File: src/rtl/delta_bbox.sv
// delta_bbox: reduces a binary motion mask to one bounding box per frame.
// The raster position is tracked internally from the active-video qualifier.
// Min/max X/Y and a saturating hit count are accumulated over the frame, and
// the results are published once per frame with a one-cycle strobe.
module delta_bbox #(
    parameter int unsigned INPUT_WIDTH = 10,
    parameter int unsigned X_WIDTH     = 10,
    parameter int unsigned Y_WIDTH     = 10,
    parameter int unsigned H_ACTIVE    = 640,
    parameter int unsigned V_ACTIVE    = 480,
    parameter int unsigned MIN_COUNT   = 16
) (
    input  logic                       clk,
    input  logic                       aresetn,
    input  logic                       frame_start,
    input  logic                       is_not_blank,
    input  logic [INPUT_WIDTH-1:0]     delta_frame,
    output logic [X_WIDTH-1:0]         box_x_min,
    output logic [X_WIDTH-1:0]         box_x_max,
    output logic [Y_WIDTH-1:0]         box_y_min,
    output logic [Y_WIDTH-1:0]         box_y_max,
    output logic [X_WIDTH+Y_WIDTH-1:0] pixel_count,
    output logic                       box_valid,
    output logic                       result_strobe,
    output logic                       frame_error
);

    localparam int unsigned CNT_WIDTH = X_WIDTH + Y_WIDTH;

    localparam logic [X_WIDTH-1:0]   X_LAST  = X_WIDTH'(H_ACTIVE - 1);
    localparam logic [Y_WIDTH-1:0]   Y_LAST  = Y_WIDTH'(V_ACTIVE - 1);
    localparam logic [CNT_WIDTH-1:0] CNT_MIN = CNT_WIDTH'(MIN_COUNT);

    typedef enum logic [1:0] {
        IDLE    = 2'd0,
        ACCUM   = 2'd1,
        PUBLISH = 2'd2
    } state_t;

    state_t state;
    state_t state_next;

    // Raster position of the next active pixel
    logic [X_WIDTH-1:0]   x_pos;
    logic [Y_WIDTH-1:0]   y_pos;

    // Per-frame accumulators
    logic [X_WIDTH-1:0]   x_min_acc;
    logic [X_WIDTH-1:0]   x_max_acc;
    logic [Y_WIDTH-1:0]   y_min_acc;
    logic [Y_WIDTH-1:0]   y_max_acc;
    logic [CNT_WIDTH-1:0] count_acc;

    // Control decodes
    logic hit;
    logic frame_init;
    logic frame_abort;
    logic accept;
    logic accept_hit;
    logic at_line_end;
    logic at_frame_end;
    logic last_pixel;
    logic publish;
    logic count_valid;

    // Decode pixel acceptance, frame boundaries and the abort condition
    always_comb begin
        hit          = |delta_frame;
        frame_init   = frame_start;
        frame_abort  = (state == ACCUM) && frame_start;
        // A pixel sharing a cycle with frame_start belongs to the frame being
        // discarded (or to no frame at all), so it is never accepted.
        accept       = (state == ACCUM) && is_not_blank && !frame_start;
        accept_hit   = accept && hit;
        at_line_end  = (x_pos == X_LAST);
        at_frame_end = at_line_end && (y_pos == Y_LAST);
        last_pixel   = accept && at_frame_end;
        publish      = (state == PUBLISH);
        count_valid  = (count_acc >= CNT_MIN);
    end

    // State register
    always_ff @(posedge clk or negedge aresetn) begin
        if (!aresetn) begin
            state <= IDLE;
        end else begin
            state <= state_next;
        end
    end

    // Next-state logic
    always_comb begin
        state_next = state;
        unique case (state)
            IDLE: begin
                if (frame_start) begin
                    state_next = ACCUM;
                end
            end
            ACCUM: begin
                if (frame_start) begin
                    state_next = ACCUM;
                end else if (last_pixel) begin
                    state_next = PUBLISH;
                end
            end
            PUBLISH: begin
                if (frame_start) begin
                    state_next = ACCUM;
                end else begin
                    state_next = IDLE;
                end
            end
            default: begin
                state_next = IDLE;
            end
        endcase
    end

    // Raster counter: advances only on accepted pixels, wraps per line/frame
    always_ff @(posedge clk or negedge aresetn) begin
        if (!aresetn) begin
            x_pos <= '0;
            y_pos <= '0;
        end else if (frame_init) begin
            x_pos <= '0;
            y_pos <= '0;
        end else if (accept) begin
            if (at_line_end) begin
                x_pos <= '0;
                if (y_pos == Y_LAST) begin
                    y_pos <= '0;
                end else begin
                    y_pos <= y_pos + 1'b1;
                end
            end else begin
                x_pos <= x_pos + 1'b1;
            end
        end
    end

    // Column bounds of the hits seen so far in this frame
    always_ff @(posedge clk or negedge aresetn) begin
        if (!aresetn) begin
            x_min_acc <= '1;
            x_max_acc <= '0;
        end else if (frame_init) begin
            x_min_acc <= '1;
            x_max_acc <= '0;
        end else if (accept_hit) begin
            if (x_pos < x_min_acc) begin
                x_min_acc <= x_pos;
            end
            if (x_pos > x_max_acc) begin
                x_max_acc <= x_pos;
            end
        end
    end

    // Row bounds of the hits seen so far in this frame
    always_ff @(posedge clk or negedge aresetn) begin
        if (!aresetn) begin
            y_min_acc <= '1;
            y_max_acc <= '0;
        end else if (frame_init) begin
            y_min_acc <= '1;
            y_max_acc <= '0;
        end else if (accept_hit) begin
            if (y_pos < y_min_acc) begin
                y_min_acc <= y_pos;
            end
            if (y_pos > y_max_acc) begin
                y_max_acc <= y_pos;
            end
        end
    end

    // Saturating hit counter
    always_ff @(posedge clk or negedge aresetn) begin
        if (!aresetn) begin
            count_acc <= '0;
        end else if (frame_init) begin
            count_acc <= '0;
        end else if (accept_hit && (count_acc != '1)) begin
            count_acc <= count_acc + 1'b1;
        end
    end

    // Published results: latched in PUBLISH, held until the next publish.
    // A frame_start in PUBLISH reinitialises the accumulators on the same
    // edge, which is safe because these registers sample the old values.
    always_ff @(posedge clk or negedge aresetn) begin
        if (!aresetn) begin
            box_x_min   <= '0;
            box_x_max   <= '0;
            box_y_min   <= '0;
            box_y_max   <= '0;
            pixel_count <= '0;
            box_valid   <= 1'b0;
        end else if (publish) begin
            pixel_count <= count_acc;
            box_valid   <= count_valid;
            if (count_valid) begin
                box_x_min <= x_min_acc;
                box_x_max <= x_max_acc;
                box_y_min <= y_min_acc;
                box_y_max <= y_max_acc;
            end else begin
                box_x_min <= '0;
                box_x_max <= '0;
                box_y_min <= '0;
                box_y_max <= '0;
            end
        end
    end

    // One-cycle event pulses
    always_ff @(posedge clk or negedge aresetn) begin
        if (!aresetn) begin
            result_strobe <= 1'b0;
            frame_error   <= 1'b0;
        end else begin
            result_strobe <= publish;
            frame_error   <= frame_abort;
        end
    end

endmodule

File: config.mk
export PLATFORM = sky130hd
export DESIGN_NAME = delta_bbox
export DESIGN_NICKNAME = d
export VERILOG_FILES = /design/src/rtl/delta_bbox.sv
export SDC_FILE = /design/constraint.sdc
export NUM_CORES = 1
export LEC_CHECK = 0
export ABC_AREA = 1
export BUFFER_PORTS_ARGS = -buffer_cell sky130_fd_sc_hd__buf_2
export CORE_MARGIN = 2
export CORE_UTILIZATION = 44
export CTS_CLUSTER_DIAMETER = 40
export DETAILED_ROUTE_END_ITERATION = 8
export PLACE_DENSITY_LB_ADDON = 0.15
export RECOVER_POWER = 25
export REMOVE_ABC_BUFFERS = 1
export SETUP_SLACK_MARGIN = 0.3
export SLEW_MARGIN = 0
export SYNTH_ARGS = -nofsm -noshare
export SYNTH_HDL_FRONTEND = slang
export SYNTH_SLANG_ARGS = --single-unit
File: constraint.sdc
create_clock -name clk -period 1.7 [get_ports clk]
set_clock_uncertainty 0.15 [all_clocks]
set_input_delay 0.255 -clock clk [delete_from_list [all_inputs] [get_ports clk]]
set_output_delay 0.255 -clock clk [all_outputs]
set_load 0.005 [all_outputs]
==> metrics.md, run 1 <==
| Metric | Value |
|---|---|
| Register bit total from synthesis | `between 100 and 150` |
| Syn Std Cell Area | `0.007729 sq mm` |
| Layout Cells excl Fill | `1510` |
| Root Driver | `clkbuf_16` |
| Clock sinks | `~150` |
| Pre-antenna DRT Iters | `5` |
| RSZ-0062 raised after global routing | `true` |
| Register area | `between 0.003 and 0.004 sq mm` |
| Violated checks | `negative setup slack` |
| Sequential share of power | `between 40% and 50%` |
| Top-count cell post-synth | `nand2_1` |
| Synth Warn # | `0` |
| Number of global-route vias before repair | `roughly 7300` |
| Most area-hungry cell type in the Yosys netlist | `dfrtp_1` |
| Placed Instances | `between 1000 and 1500` |
| Final setup violation count | `109` |
| IO Pins | `77` |
| Number of cells produced by synthesis | `979` |
| Cell Area, Placed | `~0.0095 sq mm` |
| Crit path DAT | `~2.1 ns` |
| H-tree depth | `4` |
| CP required | `around 1.9 ns` |
| Largest net degree at the start of global routing | `53` |
| Critical path endpoint category | `register` |
| Max-cap violations | `0` |
| First-pass GRT wire length | `37230 microns` |
| Multi-input logic area | `0.004926 sq mm` |
| DRC | `0` |
| Share of layout cells above drive strength 1 | `50.89%` |
| Switch Pwr | `2.098 mW` |
| Initial antenna violation count | `0` |
| Clock power frac | `approximately 46%` |
| Critical path origin | `x_pos[4]$_DFFE_PN0P_` |
| Routed Antenna Nets | `0` |
| IO Port Bufs | `76` |
| Tightest Pin Transition | `1.024 ns` |
| Logic pwr share | `10.5%` |
| Area grow syn2layout | `63.75%` |
| Grt ovf | `0` |
| Syn avg cell area | `7.894 sq um` |
| Clock-pin transition on the worst setup and hold timing paths | `around 0.060 ns` |
| DIE HEIGHT | `about 140 microns` |
| Total CTS buffers | `17` |
| Tmin final | `1.887 ns` |
| Worst min path class | `in -> reg` |
| Pwr Density | `around 660 mW/mm^2` |
| Worst slew margin | `31.76%` |
| Int Pwr | `6.206 mW` |
| CTS tree | `done` |
| Slew Viols, Final | `0` |
| GRT Total Usage | `between 20% and 30%` |
| Routability Congestion | `0.9556` |
| DP Wirelength | `14820 microns` |
| RR Startpoint | `x_pos[4]$_DFFE_PN0P_` |
| Nature of the critical path startpoint | `register` |
| Net Sw Frac | `25.26%` |
| Via density | `5.283` |
| Fillers | `between 1000 and 1500` |
| Finished Cell Area | `0.01266 sq mm` |
| Final hold violations | `0` |
| Final setup margin | `-0.1872 ns` |
| Nets | `approximately 1300` |
| Drt total wl | `26270 microns` |
| Via count | `7978` |
| Total Power | `slightly above 8 mW` |
| Starting Density | `around 45%` |
| CTS Buffer Depth | `2` |
| WL per Instance | `between 15 and 20 microns` |
| Clock Latency Late Sink | `0.43 ns` |
| FFs w/ async S/R, synth | `100.0%` |
| Worst VDD drop | `around 0.7 mV` |
| Initial drt markers | `599` |
| Hold_sp | `frame_start` |
| Post-synthesis cell type count | `34` |
| Fraction of the cycle the final worst path needs | `111.0%` |
| Die area | `about 0.019 sq mm` |
| Static Leak | `about 6.4 nW` |
| Max Freq | `~530 MHz` |
| DIE WIDTH | `136.5 microns` |
| Outcome | `complete, but fails checks` |
| Setup CP Type | `reg -> reg` |
| Core Footprint | `roughly 0.017 sq mm` |
| Placement Rows | `48` |
| N_diodes | `0` |
| Share of the synthesized area in the top cell type | `40.47%` |
| Main synth FF type | `dfrtp_1` |
| Main area contributors after synthesis | `dfrtp_1 40%, nand2_1 15%, dfstp_2 6.8%` |
| Sequential share of the synthesized area | `47.27%` |
| Worst Path Max Fanout | `3` |
| Synth top cells by count | `315 x nand2_1, 125 x dfrtp_1, 100 x nand3_1, 98 x inv_1, 79 x nor2_1` |
| EDFF count, synth | `0` |
placed cells by master, fill, tap and decap left out, drive strengths merged, types with 12 or more instances in the layout:
cell type,Yosys,final
nand2,322,325
buf,22,289
dfrtp,125,125
nand3,103,103
inv,101,102
nor2,87,88
o21ai,75,75
ha,42,42
clkbuf,7,25
dfstp,20,20
xor2,17,17
nand4,15,15
a21oi,12,12
layout make-up:
cell class / instances / share of cell area [%]
clock buffer: 18 / 3.391
clock inverter: 14 / 1.295
inverter: 103 / 3.371
multi-input combinational: 706 / 38.92
sequential: 145 / 28.98
tap: 225 / 2.224
timing repair buffer: 297 / 21.64
timing repair inverter: 2 / 0.1780
per-layer routing:
metal | wire length [microns] | up-vias | track usage, %
li1 | - | 3759 | -
met4 | 722 | 0 | 8.391
met3 | 1322 | 64 | 5.222
met5 | 0 | - | 0
met1 | 11060 | 3897 | 33.36
met2 | 13170 | 258 | 44.42
cells by family after synthesis:
| logic type | synth area share [%] |
|---|---|
| and+or+nand+nor | 30.82 |
| DFF | 47.27 |
| buffers and inverters | 6.913 |
| AOI/OAI and AO/OA | 6.265 |
| adders and majority gates | 6.799 |
| xor gates and xnor gates | 1.926 |
power groups by stage:
stage          Clock (mW)  Sequential [mW]  Combinational, mW
5_1_grt              4.03             3.60              0.951
6_report             3.83             3.60              0.876
2_1_floorplan           0             3.64              0.263
4_1_cts              3.86             3.59              0.773
3_5_place_dp            0             3.65              0.640
3_3_place_gp            0             3.64              0.632
registers in the layout (all words and copies together), names as in the netlist, 10 cells and up:
| signal | flops |
|---|---|
| box_x_max | 10 |
| box_x_min | 10 |
| box_y_max | 10 |
| box_y_min | 10 |
| count_acc | 20 |
| pixel_count | 20 |
| x_max_acc | 10 |
| x_min_acc | 10 |
| x_pos | 10 |
| y_max_acc | 10 |
| y_min_acc | 10 |
| y_pos | 10 |
critical path: stages (launching register included):
cell and delay, ns:
dfrtp_2 0.49, buf_12 0.16, ha_4 0.24, nand2_4 0.07, inv_2 0.03, nand2_1 0.04, nand2_1 0.06, nand2_2 0.08
inv_2 0.05, nor2_4 0.19, buf_6 0.13, nand3_2 0.08, nand3_2 0.07
final timing paths:
kind / end / slack [ns] / cells past startpoint
worst max register to register: x_min_acc[0]$_DFFE_PN1P_ / -0.19 / 12
worst max-delay path: x_min_acc[0]$_DFFE_PN1P_ / -0.19 / 12
worst min register to register: y_min_acc[6]$_DFFE_PN1P_ / 0.32 / 2
min in group asynchronous: pixel_count[17]$_DFFE_PN0P_ / 0.38 / 2
worst min-delay path: x_pos[6]$_DFFE_PN0P_ / 0.08 / 3
max in group asynchronous: x_min_acc[5]$_DFFE_PN1P_ / 0.10 / 3
timing repair:
action	in CTS	in global routing
hold endpoints to repair	109	0
pin swaps	53	79
gates cloned	15	9
setup endpoints to repair	143	145
setup buffers	25	21
resized for setup	248	232
hold buffers	1	0
stage by stage:
step	setup TNS [ns]	util, %	setup slack (ns)	hold slack (ns)
CTS	-4.752	66.51	-0.1160	0.07274
floorplan	-18.38	-	-0.2990	-0.1906
global placement	-13.33	55.38	-0.2931	0.05481
detailed placement	-14.30	55.38	-0.3299	0.04761
global route	-18.56	73.42	-0.2531	0.07648
finish	-10.85	73.42	-0.1872	0.08331
Note: power is estimated with default switching activity, not from simulation.
==> run 2, diff against run 1 <==
--- a/config.mk
+++ b/config.mk
@@ -5,7 +5,6 @@
 export SDC_FILE = /design/constraint.sdc
 export NUM_CORES = 1
 export LEC_CHECK = 0
-export ABC_AREA = 1
 export BUFFER_PORTS_ARGS = -buffer_cell sky130_fd_sc_hd__buf_2
 export CORE_MARGIN = 2
 export CORE_UTILIZATION = 44
==> run 2 against run 1 <==
Compared with the run above: the run still ends with negative setup slack left; wire length fell by 11%; first-iteration DRC count fell by 30%; global-route usage fell by 0.086 points; critical endpoint is now y_max_acc[8]$_DFFE_PN0P_; highest routed layer unchanged.
==> metrics.md, run 2 <==
| Metric | Value |
|---|---|
| Outcome | `complete, but fails checks` |
| Violated checks | `negative setup slack` |
| DP Wirelength | `13650 microns (-7.9%)` |
| Syn avg cell area | `10.80 sq um (+37%)` |
| Switch Pwr | `2.021 mW (-3.7%)` |
| Crit path largest cell delay | `0.44 ns (-0.05 ns)` |
| Syn Std Cell Area | `0.007254 sq mm (-6.1%)` |
| FFs w/ async S/R, synth | `100.0% (unchanged)` |
| Met2 usage | `44.44% (about the same)` |
| Placement Rows | `46 (-4.2%)` |
| Gr busiest metal | `met2` |
| Final setup margin | `-0.5494 ns (-0.3623 ns)` |
| Crit path max-delay family | `compound AO/OA/AOI/OAI gates` |
| Most frequent cells in the layout | `146 x buf_4, 124 x dfrtp_1, 76 x nor2_1, 76 x buf_2, 53 x inv_1` |
| DIE HEIGHT | `132.4 microns (-3.0%)` |
| DIE WIDTH | `132.4 microns (-3.0%)` |
| Most area-hungry cell type in the Yosys netlist | `dfrtp_1` |
| Largest net degree at the start of global routing | `41 (-23%)` |
| IO Pins | `77 (unchanged)` |
| Final setup violation count | `130 (+19%)` |
| Net Sw Frac | `23.85% (-1.4 points)` |
| Number of global-route vias before repair | `6651 (-9.4%)` |
| Tightest Pin Transition | `1.161 ns (+0.1373 ns)` |
| RSZ-0062 raised after global routing | `true` |
| First-pass GRT wire length | `35820 microns (-3.8%)` |
| Starting Density | `45.34% (+0.50 points)` |
| Synth top cells by count | `125 x dfrtp_1, 78 x nor2_1, 57 x inv_1, 42 x ha_1, 40 x a22o_1` |
| EDFF count, synth | `0 (unchanged)` |
| Top-count cell post-synth | `dfrtp_1` |
| Hold Slack | `0.2109 ns (+0.1276 ns)` |
| Max Freq | `444.6 MHz (-16%)` |
| Fraction of the cycle the final worst path needs | `132.3% (+21 points)` |
| CP required | `1.86 ns (-0.06 ns)` |
| Int Pwr | `6.454 mW (+4.0%)` |
| Routed Antenna Nets | `0 (unchanged)` |
| GR Layer Usage met1 | `33.73% (+0.38 points)` |
| Routability Congestion | `0.8671 (-9.3%)` |
| WL per Instance | `19.77 microns (+14%)` |
| Root Driver | `clkbuf_16` |
| Final hold violations | `0 (unchanged)` |
| H-tree depth | `4 (unchanged)` |
| Via count | `6505 (-18%)` |
| Share of the synthesized area in the top cell type | `43.12% (+2.6 points)` |
| Grt ovf | `0 (unchanged)` |
| Via density | `5.485 (+3.8%)` |
| Core Footprint | `0.01600 sq mm (-7.2%)` |
| N_diodes | `0 (unchanged)` |
| Sequential share of the synthesized area | `50.36% (+3.1 points)` |
| Sequential share of power | `42.4% (-0.9 points)` |
| Max-cap violations | `0 (unchanged)` |
| Clock power frac | `47.4% (+1.2 points)` |
| Worst Path Buf+Inv | `1 (-3)` |
| Place WS | `-0.6164 ns (-0.2865 ns)` |
| Nets | `1013 (-24%)` |
| DRC | `0 (unchanged)` |
| Pwr Density | `740.6 mW/mm^2 (+13%)` |
| Met3 Track Usage GR | `4.421% (-0.80 points)` |
| Register bit total from synthesis | `145 (unchanged)` |
| Slew Viols, Final | `0 (unchanged)` |
| Worst min path class | `in -> reg` |
| Main area contributors after synthesis | `dfrtp_1 43%, dfstp_2 7.2%, ha_1 7.2%` |
| Most common cell after layout, fill and taps aside | `buf_4` |
| Tmin final | `2.249 ns (+0.3623 ns)` |
| Regs by FF count | `count_acc x20, pixel_count x20` |
| Critical path endpoint category | `register` |
| Drt total wl | `23450 microns (-11%)` |
| Logic pwr share | `10.1% (-0.4 points)` |
| Clock sinks | `145 (unchanged)` |
| Worst path slowest cell | `dfrtp_1` |
| Worst slew margin | `22.60% (-9.2 points)` |
| Die area | `0.01753 sq mm (-6.0%)` |
| GRT Total Usage | `26.02% (-0.086 points)` |
| Clock Latency Late Sink | `0.43 ns (about the same)` |
| Clock-pin transition on the worst setup and hold timing paths | `0.06 ns (about the same)` |
| Crit path DAT | `2.41 ns (+0.30 ns)` |
| Initial antenna violation count | `0 (unchanged)` |
| CTS Buffer Depth | `2 (unchanged)` |
| CP Cell Sequence | `ha_4 -> a211oi_2 -> nor2_1 -> o41ai_2 -> buf_4 -> mux2_2` |
| Area grow syn2layout | `57.74%` |
| Pre-antenna DRT Iters | `4 (-1)` |
| Main synth FF type | `dfrtp_1` |
| Nature of the critical path startpoint | `register` |
| Worst Path Max Fanout | `5 (+2)` |
| Total CTS buffers | `17 (unchanged)` |
| Worst VDD drop | `0.7019 mV (-2.2%)` |
| Setup CP Type | `reg -> reg` |
| Number of cells produced by synthesis | `672 (-31%)` |
| CTS tree | `done` |
| Initial drt markers | `417 (-30%)` |
| Post-synthesis cell type count | `62 (+82%)` |
| Synth Warn # | `0 (unchanged)` |
| Share of layout cells above drive strength 1 | `50.82% (-0.070 points)` |
| Static Leak | `5.669 nW (-11%)` |
| IO Port Bufs | `76 (unchanged)` |
==> run 2: cell types whose count changed after synthesis, sizes merged, moves of 12 or more <==
| cell | before | now |
|---|---|---|
| inv | 101 | 57 |
| nand3 | 103 | 21 |
| mux2 | 0 | 30 |
| buf | 22 | 10 |
| mux2i | 0 | 31 |
| clkbuf | 7 | 21 |
| xnor2 | 0 | 15 |
| o21ai | 75 | 18 |
| nand2 | 322 | 30 |
| a22o | 0 | 40 |
==> run 2: path summary, 6_finish.rpt <==
path	cells after the start	end	from	slack [ns]
max	6	y_max_acc[8]$_DFFE_PN0P_	y_pos[7]$_DFFE_PN0P_	-0.55
min	3	count_acc[17]$_DFFE_PN0P_	frame_start	0.21
max reg2reg	6	y_max_acc[8]$_DFFE_PN0P_	y_pos[7]$_DFFE_PN0P_	-0.55
min reg2reg	1	box_valid$_DFFE_PN0P_	box_valid$_DFFE_PN0P_	0.32
max in group asynchronous	3	x_min_acc[2]$_DFFE_PN1P_	aresetn	0.10
min in group asynchronous	2	box_x_min[4]$_DFFE_PN0P_	aresetn	0.45
==> run 2: layout make-up <==
cell class	count	area [sq um]
Fill cell	1112	4557
Multi-Input combinational cell	438	4115
Sequential cell	145	3655
Timing Repair Buffer	297	2556
Clock buffer	20	446.7
Tap cell	216	270.3
Inverter	58	217.7
Clock inverter	12	182.7
==> run 2: worst register-to-register path, stage by stage, from the launching register on <==
cell and delay (ns):
dfrtp_1 0.44, ha_4 0.27, a211oi_2 0.23, nor2_1 0.09, o41ai_2 0.39, buf_4 0.22, mux2_2 0.33
==> run 2: cell families after synthesis <==
logic type                 after synthesis  share of synthesized area (%)
AOI/OAI and AO/OA                      116                          11.90
xor gates and xnor gates                22                          2.656
buffers and inverters                   89                          5.036
adders and majority gates               42                          7.244
muxes                                   61                          8.934
and+or+nand+nor                        197                          13.87
DFF                                    145                          50.36
==> run 2: per-stage QoR <==
stage                     cell area [sq um]  total power [mW]  util [%]  TNS [ns]  cells
after floorplan                        7107             3.924         -   -157.62    641
after global placement                 9049             4.304     56.55    -34.15   1087
after detailed placement               9049             4.328     56.55    -37.90   1087
after CTS                             10860             8.426     67.88    -33.06   1156
after global routing                  11440             8.748     71.52    -52.57   1186
final                                 11440             8.475     71.52    -41.80   1186
==> run 2: what timing repair did <==
item	CTS	global route
endpoints found under the hold margin	135	0
setup buffers	26	29
gates cloned	10	1
hold buffers	1	0
setup endpoints to repair	144	146
pin swaps	67	53
gates resized for setup	169	64
==> run 2: metal layers <==
layer  vias up  routed length, microns  part of all wire, %
met2       189                   11940                   51
met5         -                       0                    0
met3        54                     916                  3.9
met4         0                     654                  2.8
met1      3293                    9935                   42
li1       2969                       -                    -
==> run 2: power groups by stage <==
| stage | sequential, mW | clock (mW) | combinational (mW) |
|---|---|---|---|
| 2_1_floorplan | 3.66 | 0 | 0.265 |
| 3_3_place_gp | 3.65 | 0 | 0.656 |
| 3_5_place_dp | 3.65 | 0 | 0.678 |
| 4_1_cts | 3.59 | 4.04 | 0.794 |
| 5_1_grt | 3.60 | 4.21 | 0.938 |
| 6_report | 3.59 | 4.02 | 0.859 |
==> run 3, diff against run 2 <==
==> constraint.sdc (replaced) <==
create_clock -name clk -period 2.35 [get_ports clk]
set_clock_uncertainty 0.15 [all_clocks]
set_input_delay 0.3525 -clock clk [delete_from_list [all_inputs] [get_ports clk]]
set_output_delay 0.3525 -clock clk [all_outputs]
set_load 0.005 [all_outputs]
==> run 3 against run 2 <==
Compared with the run above: the run now ends clean; cell count fell by 7.7%; flip-flop and latch count did not move; first-iteration DRC count fell by 14%; final area fell by 12%; fmax rose by 2.4%; count of clock-buffer cells in the layout fell by 1; core utilization fell by 8.4 points; critical path depth rose by 2; die area did not move; worst setup slack improved by 0.70 ns; highest routed layer unchanged.
==> metrics.md, run 3 (same netlist as run 2, synthesis figures left out) <==
| Metric | Value |
|---|---|
| Root Driver | `clkbuf_16` |
| RR Startpoint | `x_pos[2]$_DFFE_PN0P_` |
| Grt ovf | `0 (unchanged)` |
| Net Sw Frac | `23.24% (-0.60 points)` |
| Critical Path Most Common Cell | `buf_6` |
| Crit path DAT | `2.36 ns (-0.05 ns)` |
| Logic pwr share | `9.0% (-1.1 points)` |
| WL per Instance | `17.84 microns (-9.8%)` |
| Int Pwr | `4.738 mW (-27%)` |
| Placement Rows | `46 (unchanged)` |
| Routability Congestion | `0.9004 (+3.8%)` |
| Placed Instances | `1012 (-6.9%)` |
| Worst Path Buf+Inv | `2 (+1)` |
| Starting Density | `45.34% (unchanged)` |
| Pre-antenna DRT Iters | `5 (+1)` |
| Tightest Pin Transition | `0.9742 ns (-0.1867 ns)` |
| Final hold violations | `0 (unchanged)` |
| Nets | `922 (-9.0%)` |
| Worst min path class | `in -> async` |
| Final setup violation count | `0 (-100%)` |
| Regs by FF count | `count_acc x20, pixel_count x20` |
| Cell Area, Placed | `0.008436 sq mm (-6.8%)` |
| Pwr Density | `611.5 mW/mm^2 (-17%)` |
| Fillers | `1294 (+16%)` |
| Worst Path Max Fanout | `4 (-1)` |
| Outcome | `complete, no violations` |
| Die area | `0.01753 sq mm (unchanged)` |
| Critical path endpoint category | `register` |
| Multi-input logic area | `0.003790 sq mm (-7.9%)` |
| Finished Cell Area | `0.01009 sq mm (-12%)` |
| Crit path max-delay family | `compound AO/OA/AOI/OAI gates` |
| RSZ-0062 raised after global routing | `true` |
| Max-cap violations | `0 (unchanged)` |
| CP required | `2.52 ns (+0.66 ns)` |
| Worst VDD drop | `0.5161 mV (-26%)` |
| DIE HEIGHT | `132.4 microns (unchanged)` |
| Clock power frac | `48.8% (+1.4 points)` |
| DIE WIDTH | `132.4 microns (unchanged)` |
| Largest net degree at the start of global routing | `54 (+32%)` |
| Initial antenna violation count | `0 (unchanged)` |
| First-pass GRT wire length | `31120 microns (-13%)` |
| Clock Latency Late Sink | `0.44 ns (about the same)` |
| Crit path largest cell delay | `0.39 ns (-0.05 ns)` |
| DP Wirelength | `12780 microns (-6.3%)` |
| CTS Buffer Depth | `2 (unchanged)` |
| CP Cell Sequence | `buf_6 -> ha_1 -> a21o_1 -> nand3_1 -> a21oi_2 -> o41ai_4 -> buf_6 -> mux2_4` |
| DRC | `0 (unchanged)` |
| Worst path slowest cell | `dfrtp_1` |
| Slew Viols, Final | `0 (unchanged)` |
| Via count | `5946 (-8.6%)` |
| Clock sinks | `145 (unchanged)` |
| Max Freq | `455.1 MHz (+2.4%)` |
| Total CTS buffers | `17 (unchanged)` |
| Most frequent cells in the layout | `122 x dfrtp_1, 100 x buf_4, 76 x nor2_1` |
| CTS tree | `done` |
| IO Pins | `77 (unchanged)` |
| Nature of the critical path startpoint | `register` |
| Area grow syn2layout | `39.13%` |
| Switch Pwr | `1.435 mW (-29%)` |
| Register area | `0.003657 sq mm (about the same)` |
| Critical path origin | `x_pos[2]$_DFFE_PN0P_` |
| Share of layout cells above drive strength 1 | `41.87% (-9.0 points)` |
| Hold Slack | `0.2054 ns (-0.005486 ns)` |
| Routed Antenna Nets | `0 (unchanged)` |
| Sequential share of power | `42.2% (-0.2 points)` |
| Initial drt markers | `360 (-14%)` |
| Number of global-route vias before repair | `6037 (-9.2%)` |
| Static Leak | `4.983 nW (-12%)` |
| Most common cell after layout, fill and taps aside | `dfrtp_1` |
| Setup CP Type | `reg -> reg` |
| IO Port Bufs | `76 (unchanged)` |
| GRT Total Usage | `22.37% (-3.7 points)` |
| Layout Cells excl Fill | `1095 (-7.7%)` |
| Drt total wl | `19540 microns (-17%)` |
| Tmin final | `2.197 ns (-0.05212 ns)` |
| Fraction of the cycle the final worst path needs | `93.50% (-39 points)` |
| Core Footprint | `0.01600 sq mm (unchanged)` |
| N_diodes | `0 (unchanged)` |
| H-tree depth | `4 (unchanged)` |
| Worst slew margin | `35.05% (+12 points)` |
| Via density | `5.430 (-1.0%)` |
| Clock-pin transition on the worst setup and hold timing paths | `0.06 ns (about the same)` |
==> run 3: cell types whose count changed in the layout (fill, tap and decap cells not counted), sizes merged <==
cell and delta:
inv -1, bufinv +1, clkinv +5, buf -92, clkinvlp -4
==> run 3: final timing paths <==
check	to	slack [ns]	depth (start not counted)
setup / recovery	x_max_acc[9]$_DFFE_PN0P_	0.15	8
hold / removal	box_valid$_DFFE_PN0P_	0.21	2
setup reg to reg	x_max_acc[9]$_DFFE_PN0P_	0.15	8
hold reg to reg	pixel_count[7]$_DFFE_PN0P_	0.32	2
max in group asynchronous	x_pos[6]$_DFFE_PN0P_	0.58	3
min in group clk	pixel_count[7]$_DFFE_PN0P_	0.32	2
==> run 3: metrics by stage <==
step	util, %	setup WS (ns)	total power, mW	TNS, ns
after floorplan	-	-1.583	2.839	-81.03
after global placement	52.72	-0.2754	3.063	-4.338
after detailed placement	52.72	-0.3262	3.078	-5.350
after CTS	60.31	0.1978	6.150	0
after global routing	63.08	0.09909	6.384	0
final	63.08	0.1527	6.172	0
==> run 3: timing repair <==
action / CTS / global route
endpoints found under the hold margin: 90 / 0
setup endpoints to repair: 62 / 110
hold buffers: 1 / 0
setup buffers: 28 / 21
cloned: 1 / 0
pin swaps: 32 / 39
gates resized for setup: 61 / 64
==> run 3: cell type report <==
class / instances / share of cell area, %
multi-input cells: 438 / 37.55
flip-flops and latches: 145 / 36.23
repair buffers: 206 / 14.91
clock buffers: 19 / 4.388
well taps: 216 / 2.678
inverters: 58 / 2.157
clock inverters: 13 / 2.083
==> run 3: power groups by stage <==
stage / sequential (mW) / combinational (mW) / clock (mW)
floorplan: 2.65 / 0.192 / 0
global placement: 2.65 / 0.418 / 0
detailed placement: 2.65 / 0.430 / 0
CTS: 2.60 / 0.507 / 3.04
global route: 2.61 / 0.609 / 3.16
finish: 2.61 / 0.558 / 3.01
==> run 3: per-layer routing <==
layer	track usage (%)	routed length, microns	part of all wire, %	vias to the layer above
met5	0	0	0	-
met4	8.065	352	1.8	0
met3	4.883	655	3.4	31
met2	36.41	9791	50	125
met1	29.50	8738	45	3006
li1	-	-	-	2784
